[config.mk]
export PLATFORM = sky130hd
export DESIGN_NAME = icache_mem_arbiter
export DESIGN_NICKNAME = d
export VERILOG_FILES = /design/src/rtl/ariane_pkg.sv /design/src/rtl/icache_mem_arbiter.sv
export SDC_FILE = /design/constraint.sdc
export NUM_CORES = 1
export LEC_CHECK = 0
export ABC_AREA = 1
export BUFFER_PORTS_ARGS = -buffer_cell sky130_fd_sc_hd__buf_4
export CAP_MARGIN = 20
export CORE_AREA = 4 4 137 139
export CTS_CLUSTER_DIAMETER = 80
export DETAILED_ROUTE_END_ITERATION = 7
export DIE_AREA = 0 0 141 143
export PLACE_DENSITY = 0.76
export RECOVER_POWER = 25
export SYNTH_ARGS = -nofsm -noshare
export SYNTH_HDL_FRONTEND = slang
export SYNTH_SLANG_ARGS = --single-unit
[constraint.sdc]
create_clock -name clk_i -period 2.9 [get_ports clk_i]
set_input_delay 0.29 -clock clk_i [delete_from_list [all_inputs] [get_ports clk_i]]
set_output_delay 0.29 -clock clk_i [all_outputs]
set_load 0.1 [all_outputs]
[src/rtl/ariane_pkg.sv]
// Memory-port types shared by the instruction cache, its line fetchers and the memory model.
package ariane_pkg;
  localparam int unsigned ICACHE_LINE_WIDTH = 128;
  localparam int unsigned PADDR_WIDTH       = 32;

  typedef struct packed {
    logic                   req;
    logic [PADDR_WIDTH-1:0] paddr;
  } mem_req_t;

  typedef struct packed {
    logic                         ready;
    logic [ICACHE_LINE_WIDTH-1:0] data;
  } mem_rsp_t;
endpackage

[src/rtl/icache_mem_arbiter.sv]
// Round-robin arbiter serialising cache-line fetches from several requesters onto one memory port,
// with a programmable response latency and a one-cycle valid pulse back to the granted port.
module icache_mem_arbiter
  import ariane_pkg::*;
#(
  parameter int unsigned NR_PORTS = 2,
  parameter int unsigned LATENCY  = 2
) (
  input  logic                         clk_i,
  input  logic                         rst_ni,
  input  mem_req_t [NR_PORTS-1:0]      req_i,
  output logic [NR_PORTS-1:0]          gnt_o,
  output logic [NR_PORTS-1:0]          rvalid_o,
  output logic [ICACHE_LINE_WIDTH-1:0] rdata_o,
  output mem_req_t                     mem_o,
  input  mem_rsp_t                     mem_i
);

  localparam int unsigned IDX_W = $clog2(NR_PORTS);

  localparam logic [1:0] IDLE  = 2'd0;
  localparam logic [1:0] ISSUE = 2'd1;
  localparam logic [1:0] WAIT  = 2'd2;
  localparam logic [1:0] RESP  = 2'd3;

  localparam logic [7:0] CNT_INIT = (LATENCY == 0) ? 8'd0 : 8'(LATENCY - 1);

  logic [1:0]                   state;
  logic [IDX_W-1:0]             last_grant;
  logic [IDX_W-1:0]             winner;
  logic [7:0]                   cnt;
  logic [ICACHE_LINE_WIDTH-1:0] line;
  logic                         mem_req;
  logic [PADDR_WIDTH-1:0]       mem_paddr;

  logic                         any_req;
  logic [IDX_W-1:0]             pick;

  // Walk from the farthest candidate back to last_grant+1 so the nearest requester overwrites the rest.
  always_comb begin
    any_req = 1'b0;
    pick    = '0;
    for (int unsigned i = NR_PORTS; i >= 1; i--) begin
      int unsigned j;
      j = int'(last_grant) + i;
      if (j >= NR_PORTS) j = j - NR_PORTS;
      if (req_i[IDX_W'(j)].req) begin
        any_req = 1'b1;
        pick    = IDX_W'(j);
      end
    end
  end

  always_comb begin
    gnt_o = '0;
    if (rst_ni && (state == IDLE) && any_req) gnt_o[pick] = 1'b1;
  end

  always_comb begin
    rvalid_o = '0;
    if (state == RESP) rvalid_o[winner] = 1'b1;
  end

  assign rdata_o     = line;
  assign mem_o.req   = mem_req;
  assign mem_o.paddr = mem_paddr;

  always_ff @(posedge clk_i or negedge rst_ni) begin
    if (!rst_ni) begin
      state      <= IDLE;
      last_grant <= IDX_W'(NR_PORTS - 1);
      winner     <= '0;
      cnt        <= '0;
      line       <= '0;
      mem_req    <= 1'b0;
      mem_paddr  <= '0;
    end else begin
      case (state)
        IDLE: begin
          if (any_req) begin
            winner     <= pick;
            last_grant <= pick;
            mem_paddr  <= req_i[pick].paddr;
            mem_req    <= 1'b1;
            state      <= ISSUE;
          end
        end
        ISSUE: begin
          // Request and address stay put until memory accepts; the line is taken only on that cycle.
          if (mem_i.ready) begin
            line    <= mem_i.data;
            mem_req <= 1'b0;
            if (LATENCY == 0) begin
              state <= RESP;
            end else begin
              cnt   <= CNT_INIT;
              state <= WAIT;
            end
          end
        end
        WAIT: begin
          if (cnt == 8'd0) state <= RESP;
          else             cnt   <= cnt - 8'd1;
        end
        RESP: begin
          state <= IDLE;
        end
        default: begin
          state <= IDLE;
        end
      endcase
    end
  end

endmodule

==> flow_summary.toml, run 1 <==
[synth]
synth_top_area_share_pct = 56.0
synthesis.area_um2 = 7680
synthTopCellsByArea = "dfrtp_1, mux2_4, nand2_1"
synth.distinct_cells = 26
syn-num-nets = 774
ys_seq_area_share_pct = 56.4
synth_top_cell_by_area = "dfrtp_1"
syn_inst = 570
yosysWarnings = 0
ys_ff_latch = 173
syn_avg_cell_area_um2 = 13.5

[grt]
grt_overflow_total = 0
grt_start_max_net_pins = 174
antenna_found_initial = 0
grt_pass1_wl_um = 31800
track_usage_pct = 20.3
grt_pass1_vias = 5833

[floorplan]
die_x_um = 141
initial_core_util_pct = 43.5
coreArea_um2 = 17700
dieArea_um2 = 20200
ios = 362
die_h_um = 143
rows = 49

[critical_path]
cp-start-kind = "flip-flop"
cpPeakStageDelay_ns = 0.43
path_buf_inv = 2
reg2reg_depth = 5
critPathRequiredTime_ns = 3.20
crit_type = "reg -> reg"
end_kind = "flip-flop"
crit_cells = 5
cp_top_family = "buffers and inverters"
crit_fanout = 49
worstPathArrival_ns = 2.41
worstPathCellList = "inv_1 > ha_1 > nand2_8 > buf_4 > mux2_4"
slowest_stage = "nand2_8"

[timing]
slew_violations = 0
finalSetupViolCount = 0
fmax_mhz = 473
setup_tns_ns = 0
worst_slew_pin_slew_ns = 1.08
finalHoldViolCount = 0
rsz0062_at_grt = "false"
clock_skew_ns = 0.0139
maxSlewHeadroom_pct = 28.2
min_period_ns = 2.12
min_period_over_period_pct = 72.9

[job]
max_cap_violations = 0

[drt]
dr.pass1.iters = 4
vias = 5561
remaining_drc_errors = 0
vias_per_cell = 4.76
routed_wl_um = 21000
first_iter_violations = 246
postRouteAntennaNets = 0
wl_per_cell_um = 18.0

[clock_tree]
cts_tree = "yes"
cts_resized = 0
htree_num_levels = 4
numCtsBuffers = 17
cts.sinks = 173
postCtsSetupRepairBufs = 0
postCtsHoldBufs = 0
max-clock-path-buffers = 2
clk_latency_ns = 0.42
cts_root_buf = "clkbuf_16"
clk_pin_slew_ns = 0.07

[layout]
register_area_um2 = 4330
multi_input_area_um2 = 2930
drive_gt1_share_pct = 56.5
synthToLayoutAreaGrowth_pct = 42.9
fillers = 1412
antenna_cells = 0
nets = 1131

[place]
place.gp.congestion = 0.814
place_hpwl_um = 15600
port_buffers = 361

[run_status]
outcome = "finished, final reports clean"

[hold_path]
hp-class = "in -> async"
synth_stat cells, drive strengths merged:
library cell / n
nor3: 1
nand3: 9
a21oi: 1
xnor2: 1
nand4: 2
buf: 29
nor2: 48
xor2: 1
o21ai: 10
ha: 7
nand2: 106
a31oi: 32
mux2: 128
or2: 1
dfstp: 1
inv: 21
dfrtp: 172
cell usage in the layout, fill, tap and decap left out, types with 2 or more instances in the layout:
cell type and count:
ha_1 7, o21ai_1 3, inv_1 19, buf_4 363, mux2_4 120, clkinv_4 3
inv_6 5, nand4_1 2, dfrtp_1 172, nor2_1 48, clkinv_2 2, nand2_1 104
a31oi_1 32, mux2_2 8, clkbuf_1 2, nand3_1 8, buf_12 3, o21ai_0 7
clkbuf_16 17
final cells by class:
type | instances | share of cell area (%)
multi-input cells | 347 | 26.7
flip-flops and latches | 173 | 39.4
inverters | 21 | 0.741
clock inverters | 13 | 1.22
repair buffers | 367 | 25.4
well taps | 229 | 2.61
clock buffers | 18 | 3.91
per-layer routing:
layer	vias to the layer above	part of all wire [%]	track usage, %
li1	2626	-	-
met4	0	2.1	6.17
met3	28	8.0	6.33
met1	2677	40	25.3
met2	230	50	34.2
met5	-	0	0
kinds of logic (layout without fill, tap and decap cells):
group                      Yosys count  count (layout)  share of synthesized area [%]
buffers and inverters               50             419                           5.73
adders and majority gates            7               7                           1.14
muxes                              128             128                           24.6
xor gates and xnor gates             2               2                          0.228
and+or+nand+nor                    167             167                           8.55
DFF                                173             173                           56.4
AOI/OAI and AO/OA                   43              43                           3.32
sequential cells by signal (all words and copies together), names as in the netlist:
signal / flops
mem_paddr: 32
winner: 1
mem_req: 1
cnt: 8
last_grant: 1
state: 2
rdata_o: 128
final timing paths:
check,slack [ns],startpoint,end
max,0.78,state[1],rdata_o[116]
min,0.08,rst_ni,rdata_o[22]
max reg2reg,0.78,state[1],rdata_o[116]
min reg2reg,0.47,last_grant,last_grant
max in group asynchronous,1.90,rst_ni,cnt[3]
min in group clk_i,0.09,mem_i[8],rdata_o[8]
metrics by stage:
| step | utilization, % | area (um2) | worst slack (ns) | hold WS, ns | instances |
|---|---|---|---|---|---|
| 3_3_place_gp | 59.0 | 10400 | 0.869 | 0.455 | 1137 |
| 4_1_cts | 62.2 | 11000 | 0.792 | 0.0770 | 1168 |
| 2_1_floorplan | - | 7680 | 0.467 | -0.00559 | 570 |
| 6_report | 62.2 | 11000 | 0.785 | 0.0777 | 1168 |
| 3_5_place_dp | 59.0 | 10400 | 0.808 | 0.471 | 1137 |
| 5_1_grt | 62.2 | 11000 | 0.661 | 0.0715 | 1168 |
worst register-to-register path: stages (launching register included):
cell and delay [ns]:
dfrtp_1 0.40, inv_1 0.09, ha_1 0.28, nand2_8 0.43, buf_4 0.45, mux2_4 0.34
Power of run 1 is left out: the tool's default activity adds up to more than one toggle a clock period on the data nets, which glitch-free logic cannot reach.
==> inputs of run 2 (changes only) <==
Settings changed: ABC_AREA 1 to 0, CORE_AREA 4 4 137 139 to 4 4 140 142, DIE_AREA 0 0 141 143 to 0 0 144 146, PLACE_DENSITY 0.76 to 0.72.
Clock period 2.9 ns to 1.79 ns, I/O delays scaled along.
==> run 2 against run 1 <==
- the run now ends with setup timing left
- sequential cell count did not move
- final cell count rose by 6.3%
- non-clock buffer count rose by 145
- count of clock-buffer cells in the layout fell by 1
- hold slack got worse by 0.030 ns
- final area rose by 8.0%
- sequential share of layout area fell by 2.9 points
- clock skew rose by 0.0018 ns
- critical path depth rose by 1
- core utilization rose by 2.1 points
- synthesized area fell by 9.3%
- worst setup slack got worse by 0.80 ns
- critical path type is now reg -> out
==> flow_summary.toml, run 2 <==
[layout]
final_cell_mix = "buf_4, dfrtp_1, dlygate4sd3_1, mux2_2, clkbuf_2"
antenna_cells = 0
fillers = 1414
nets = 1198
design_area_um2 = 11900
drive_gt1_share_pct = 55.4
layout_commonest_cell = "buf_4"
largest_reg_flops = 128
synthToLayoutAreaGrowth_pct = 70.1

[timing]
worst_slew_pin_slew_ns = 0.895
finalHoldViolCount = 0
slew_violations = 0
rsz0062_at_grt = "true"
clock_skew_ns = 0.0157
fmax_mhz = 554
finalSetupViolCount = 5
min_period_over_period_pct = 101
worst_slack_ns = -0.0136
maxSlewHeadroom_pct = 40.3
min_period_ns = 1.80

[clock_tree]
htree_num_levels = 4
clk_pin_slew_ns = 0.07
clk_latency_ns = 0.43
numCtsBuffers = 17
max-clock-path-buffers = 2
cts_root_buf = "clkbuf_16"
cts.sinks = 173
cts_tree = "yes"

[run_status]
outcome = "complete, but fails checks"
violations = "setup timing"

[drt]
vias = 5840
first_iter_violations = 154
postRouteAntennaNets = 0
dr.pass1.iters = 4
remaining_drc_errors = 0
routed_wl_um = 22200
wl_per_cell_um = 17.9
vias_per_cell = 4.71

[grt]
track_usage_pct = 20.5
grt_pass1_vias = 6418
grt_pass1_wl_um = 33600
antenna_found_initial = 0
grt_overflow_total = 0
grt_start_max_net_pins = 165

[hold_path]
hold_path_startpoint = "req_i[15]"
holdPathEnd = "mem_paddr[15]"
hold_depth = 3
hp-class = "in -> reg"

[synth]
synth.distinct_cells = 38
yosysWarnings = 0
ys_ff_latch = 173
synthTopCellsByArea = "dfrtp_1, mux2_2, mux2i_1"
synth.most_common_cell = "dfrtp_1"
synthTopCellsByCount = "dfrtp_1, mux2_2, nand2_1, o21ai_0, mux2i_1"
synth_top_area_share_pct = 61.8
ys_seq_area_share_pct = 62.1
synthFlopType = "dfrtp_1"
synth_async_sr_flop_share_pct = 100
syn_avg_cell_area_um2 = 14.2
synth_top_cell_by_area = "dfrtp_1"
syn-num-nets = 694
synth_edf_count = 0
syn_inst = 490
synthesis.area_um2 = 6970

[floorplan]
die_x_um = 144
ios = 362
coreArea_um2 = 18500
initial_core_util_pct = 37.8
die_h_um = 146
dieArea_um2 = 21000
rows = 50

[critical_path]
reg2reg_depth = 5
cp-start-kind = "flip-flop"
reg2reg_from = "state[0]"
critPathRequiredTime_ns = 1.61
r2r_end = "rdata_o[88]"
worstPathArrival_ns = 1.62
crit_type = "reg -> out"
crit_fanout = 6
rrSetupSlack_ns = -0.01
end_kind = "primary output"

[job]
max_cap_violations = 0

[place]
place.gp.congestion = 0.779
port_buffers = 361
place_hpwl_um = 14500
placed_cell_area_um2 = 10100
==> run 2: changes by cell type after synthesis, moves of 7 or more <==
| cell | before | now |
|---|---|---|
| mux2_2 | 8 | 130 |
| nor2_1 | 48 | 5 |
| buf_12 | 11 | 0 |
| a31oi_1 | 32 | 1 |
| nand3_1 | 8 | 1 |
| mux2i_1 | 0 | 34 |
| buf_2 | 9 | 18 |
| inv_1 | 19 | 5 |
| o21ai_0 | 7 | 36 |
| nand2_1 | 104 | 36 |
| mux2_4 | 120 | 0 |
| buf_6 | 7 | 0 |
==> run 2: worst max-delay path by stage <==
stage / startpoint / end
6_report: state[1] / gnt_o[0]
2_1_floorplan: state[1] / gnt_o[0]
3_5_place_dp: state[0] / cnt[4]
3_3_place_gp: state[0] / cnt[4]
5_1_grt: state[1] / gnt_o[0]
4_1_cts: state[1] / gnt_o[0]
==> run 2: cell type report <==
cell class / count / area, um2 / area share [%]
tap: 234 / 293 / 2.47
sequential: 173 / 4330 / 36.5
timing repair buffer: 512 / 4080 / 34.4
clock buffer: 17 / 425 / 3.59
multi-input combinational: 285 / 2550 / 21.5
clock inverter: 15 / 151 / 1.28
inverter: 5 / 18.8 / 0.158
==> run 2: metrics by stage <==
step / TNS [ns] / hold WS [ns] / instances / setup WS [ns] / utilization [%]
after floorplan: -0.276 / -0.117 / 490 / -0.276 / -
after global placement: 0 / 0.00142 / 1073 / 0.0748 / 54.6
after detailed placement: 0 / -0.00130 / 1073 / 0.0384 / 54.6
after CTS: -0.0606 / 0.0281 / 1239 / -0.0606 / 65.1
after global routing: -2.72 / 0.0529 / 1241 / -0.0863 / 64.2
final: -0.0246 / 0.0476 / 1241 / -0.0136 / 64.2
==> run 2: timing repair <==
item,4_1_cts,5_1_grt
endpoints found under the setup margin,2,28
hold endpoints to repair,138,0
resized for setup,6,6
gates cloned,0,2
pin swaps,3,0
buffers inserted,5,0
hold buffers,130,0
==> run 2: metal layers <==
metal  global-route usage [%]  share of wire [%]
met5                        0                  0
met4                     8.62                3.0
met3                     5.36                6.6
met2                     36.7                 53
met1                     22.6                 37
==> run 2: cell families (layout without fill, tap and decap cells) <==
| logic type | after synthesis | in the layout | share of synthesized area (%) |
|---|---|---|---|
| AOI/OAI and AO/OA | 53 | 53 | 4.25 |
| xor gates and xnor gates | 2 | 2 | 0.251 |
| adders and majority gates | 7 | 7 | 1.26 |
| buffers and inverters | 32 | 549 | 2.21 |
| DFF | 173 | 173 | 62.1 |
| muxes | 164 | 164 | 25.9 |
| and+or+nand+nor | 59 | 59 | 4.00 |
==> run 2: worst max-delay path: stages (launching register included) <==
cell and delay (ns):
dfrtp_1 0.39, inv_2 0.07, buf_6 0.09, ha_4 0.16, o21ai_4 0.08, nor3b_4 0.21, buf_12 0.20
Power of run 2 is left out for the same reason.
==> inputs of run 3 (changes only) <==
==> constraint.sdc (replaced) <==
create_clock -name clk_i -period 1.79 [get_ports clk_i]
set_input_delay 0.0895 -clock clk_i [delete_from_list [all_inputs] [get_ports clk_i]]
set_output_delay 0.0895 -clock clk_i [all_outputs]
set_load 0.1 [all_outputs]
==> run 3 against run 2 <==
- the flow still finishes with violations (setup timing)
- clock skew down 0.0026 ns
- first-iteration DRC count increased by 0.65%
- global-route usage up 1.1 points
- critical path depth is the same
- non-clock buffer count is 58 higher
- sequential share of layout area fell by 2.2 points
- wire length up 4.7%
- hold slack got worse by 0.031 ns
- critical endpoint unchanged
==> flow_summary.toml, run 3 (same netlist as run 2, synthesis figures left out) <==
[critical_path]
crit_type = "reg -> out"
worstPathArrival_ns = 1.71
slowest_stage = "dfrtp_1"
rrSetupSlack_ns = 0.01
r2r_end = "cnt[4]"
reg2reg_from = "state[0]"
end_kind = "primary output"
reg2reg_depth = 5
cp-start-kind = "flip-flop"
worstPathCellList = "inv_2 > buf_6 > ha_4 > o21ai_4 > nor3b_4 > buf_12"
crit_fanout = 6
critPathRequiredTime_ns = 1.70
cpPeakStageDelay_ns = 0.41

[job]
max_cap_violations = 0

[run_status]
outcome = "complete, but fails checks"
violations = "setup timing"

[floorplan]
rows = 50
die_h_um = 146
dieArea_um2 = 21000
ios = 362
initial_core_util_pct = 37.8
die_x_um = 144
coreArea_um2 = 18500

[timing]
worst_slew_pin_slew_ns = 0.937
finalHoldViolCount = 0
clock_skew_ns = 0.0131
maxSlewHeadroom_pct = 37.6
worst_slack_ns = -0.00673
rsz0062_at_grt = "true"
finalSetupViolCount = 1
min_period_over_period_pct = 100
fmax_mhz = 557
slew_violations = 0
min_period_ns = 1.80

[place]
placed_cell_area_um2 = 10100
port_buffers = 361
place.gp.congestion = 0.800
place_hpwl_um = 14700

[drt]
dr.pass1.iters = 4
routed_wl_um = 23200
vias = 6124
m1WireLength_um = 8520
postRouteAntennaNets = 0
wl_per_cell_um = 17.9
dr_wl_met2_um = 12100
vias_per_cell = 4.71
first_iter_violations = 155
remaining_drc_errors = 0
routed.top_layer = "met4"
wl_met3_um = 1650

[clock_tree]
numCtsBuffers = 17
cts_tree = "yes"
cts_root_buf = "clkbuf_16"
clk_latency_ns = 0.43
max-clock-path-buffers = 2
htree_num_levels = 4
cts.sinks = 173
clk_pin_slew_ns = 0.07

[grt]
track_usage_pct = 21.6
grt_pass1_vias = 6773
grt_overflow_total = 0
grt_pass1_wl_um = 35500
grt_start_max_net_pins = 104
antenna_found_initial = 2

[layout]
synthToLayoutAreaGrowth_pct = 81.2
layout_commonest_cell = "buf_4"
final_cell_mix = "buf_4, dlygate4sd3_1, dfrtp_1, mux2_2"
design_area_um2 = 12600
drive_gt1_share_pct = 52.7
nets = 1256
fillers = 1280
largest_reg_flops = 128

[hold_path]
hold_path_startpoint = "req_i[28]"
hp-class = "in -> reg"
hold_depth = 3
holdPathEnd = "mem_paddr[28]"
==> run 3: changes by cell type in the layout (fill, tap and decap cells not counted), sizes merged <==
cell,previous run,this run
diode,0,2
clkbuf,112,18
dlygate4sd3,130,187
inv,12,13
clkinv,5,3
buf,287,383
==> run 3: area by class of cell <==
type	instances	area (um2)	area share, %
sequential	173	4330	34.3
multi-input combinational	285	2560	20.3
clock inverter	14	149	1.18
antenna	2	5.00	0.0396
timing repair buffer	570	4830	38.3
inverter	5	18.8	0.149
tap	234	293	2.32
clock buffer	18	439	3.48
==> run 3: per-stage QoR <==
stage                     setup TNS (ns)  hold WS, ns  instances  worst slack (ns)  util (%)
after global routing              -0.286       0.0104       1301           -0.0881      68.4
after floorplan                   -0.187       -0.206        490            -0.187         -
after global placement                 0      -0.0124       1073            0.0720      54.7
final                           -0.00673       0.0171       1301          -0.00673      68.4
after detailed placement               0      -0.0103       1073            0.0357      54.7
after CTS                        -0.0395     0.000907       1294           -0.0395      68.1
==> run 3: repair_timing <==
item                                    CTS  global route
endpoints found under the setup margin    2             7
hold buffers                            186             1
endpoints found under the hold margin   200             1
resized for setup                         4             3
setup buffers                             3             4
pin swaps                                 3             1
==> run 3: routing by layer <==
layer | up-vias | track usage [%]
met2 | 264 | 38.1
met4 | 0 | 10.5
met3 | 67 | 6.44
met1 | 2946 | 23.3
met5 | - | 0
li1 | 2847 | -
==> run 3: worst max path at each step <==
stage / to / cells past startpoint / start
after global placement: cnt[4] / 5 / state[0]
after floorplan: gnt_o[0] / 6 / state[1]
after detailed placement: cnt[4] / 6 / state[0]
final: gnt_o[0] / 6 / state[1]
after CTS: gnt_o[0] / 6 / state[1]
after global routing: gnt_o[0] / 6 / state[1]
==> run 3: worst max-delay path, delay by kind of cell, from the launching register on <==
kind                       cells  cell delay [ns]
AOI/OAI and AO/OA              1             0.09
adders and majority gates      1             0.16
buffers and inverters          3             0.38
DFF                            1             0.41
and+or+nand+nor                1             0.24
Power of run 3 is left out for the same reason.
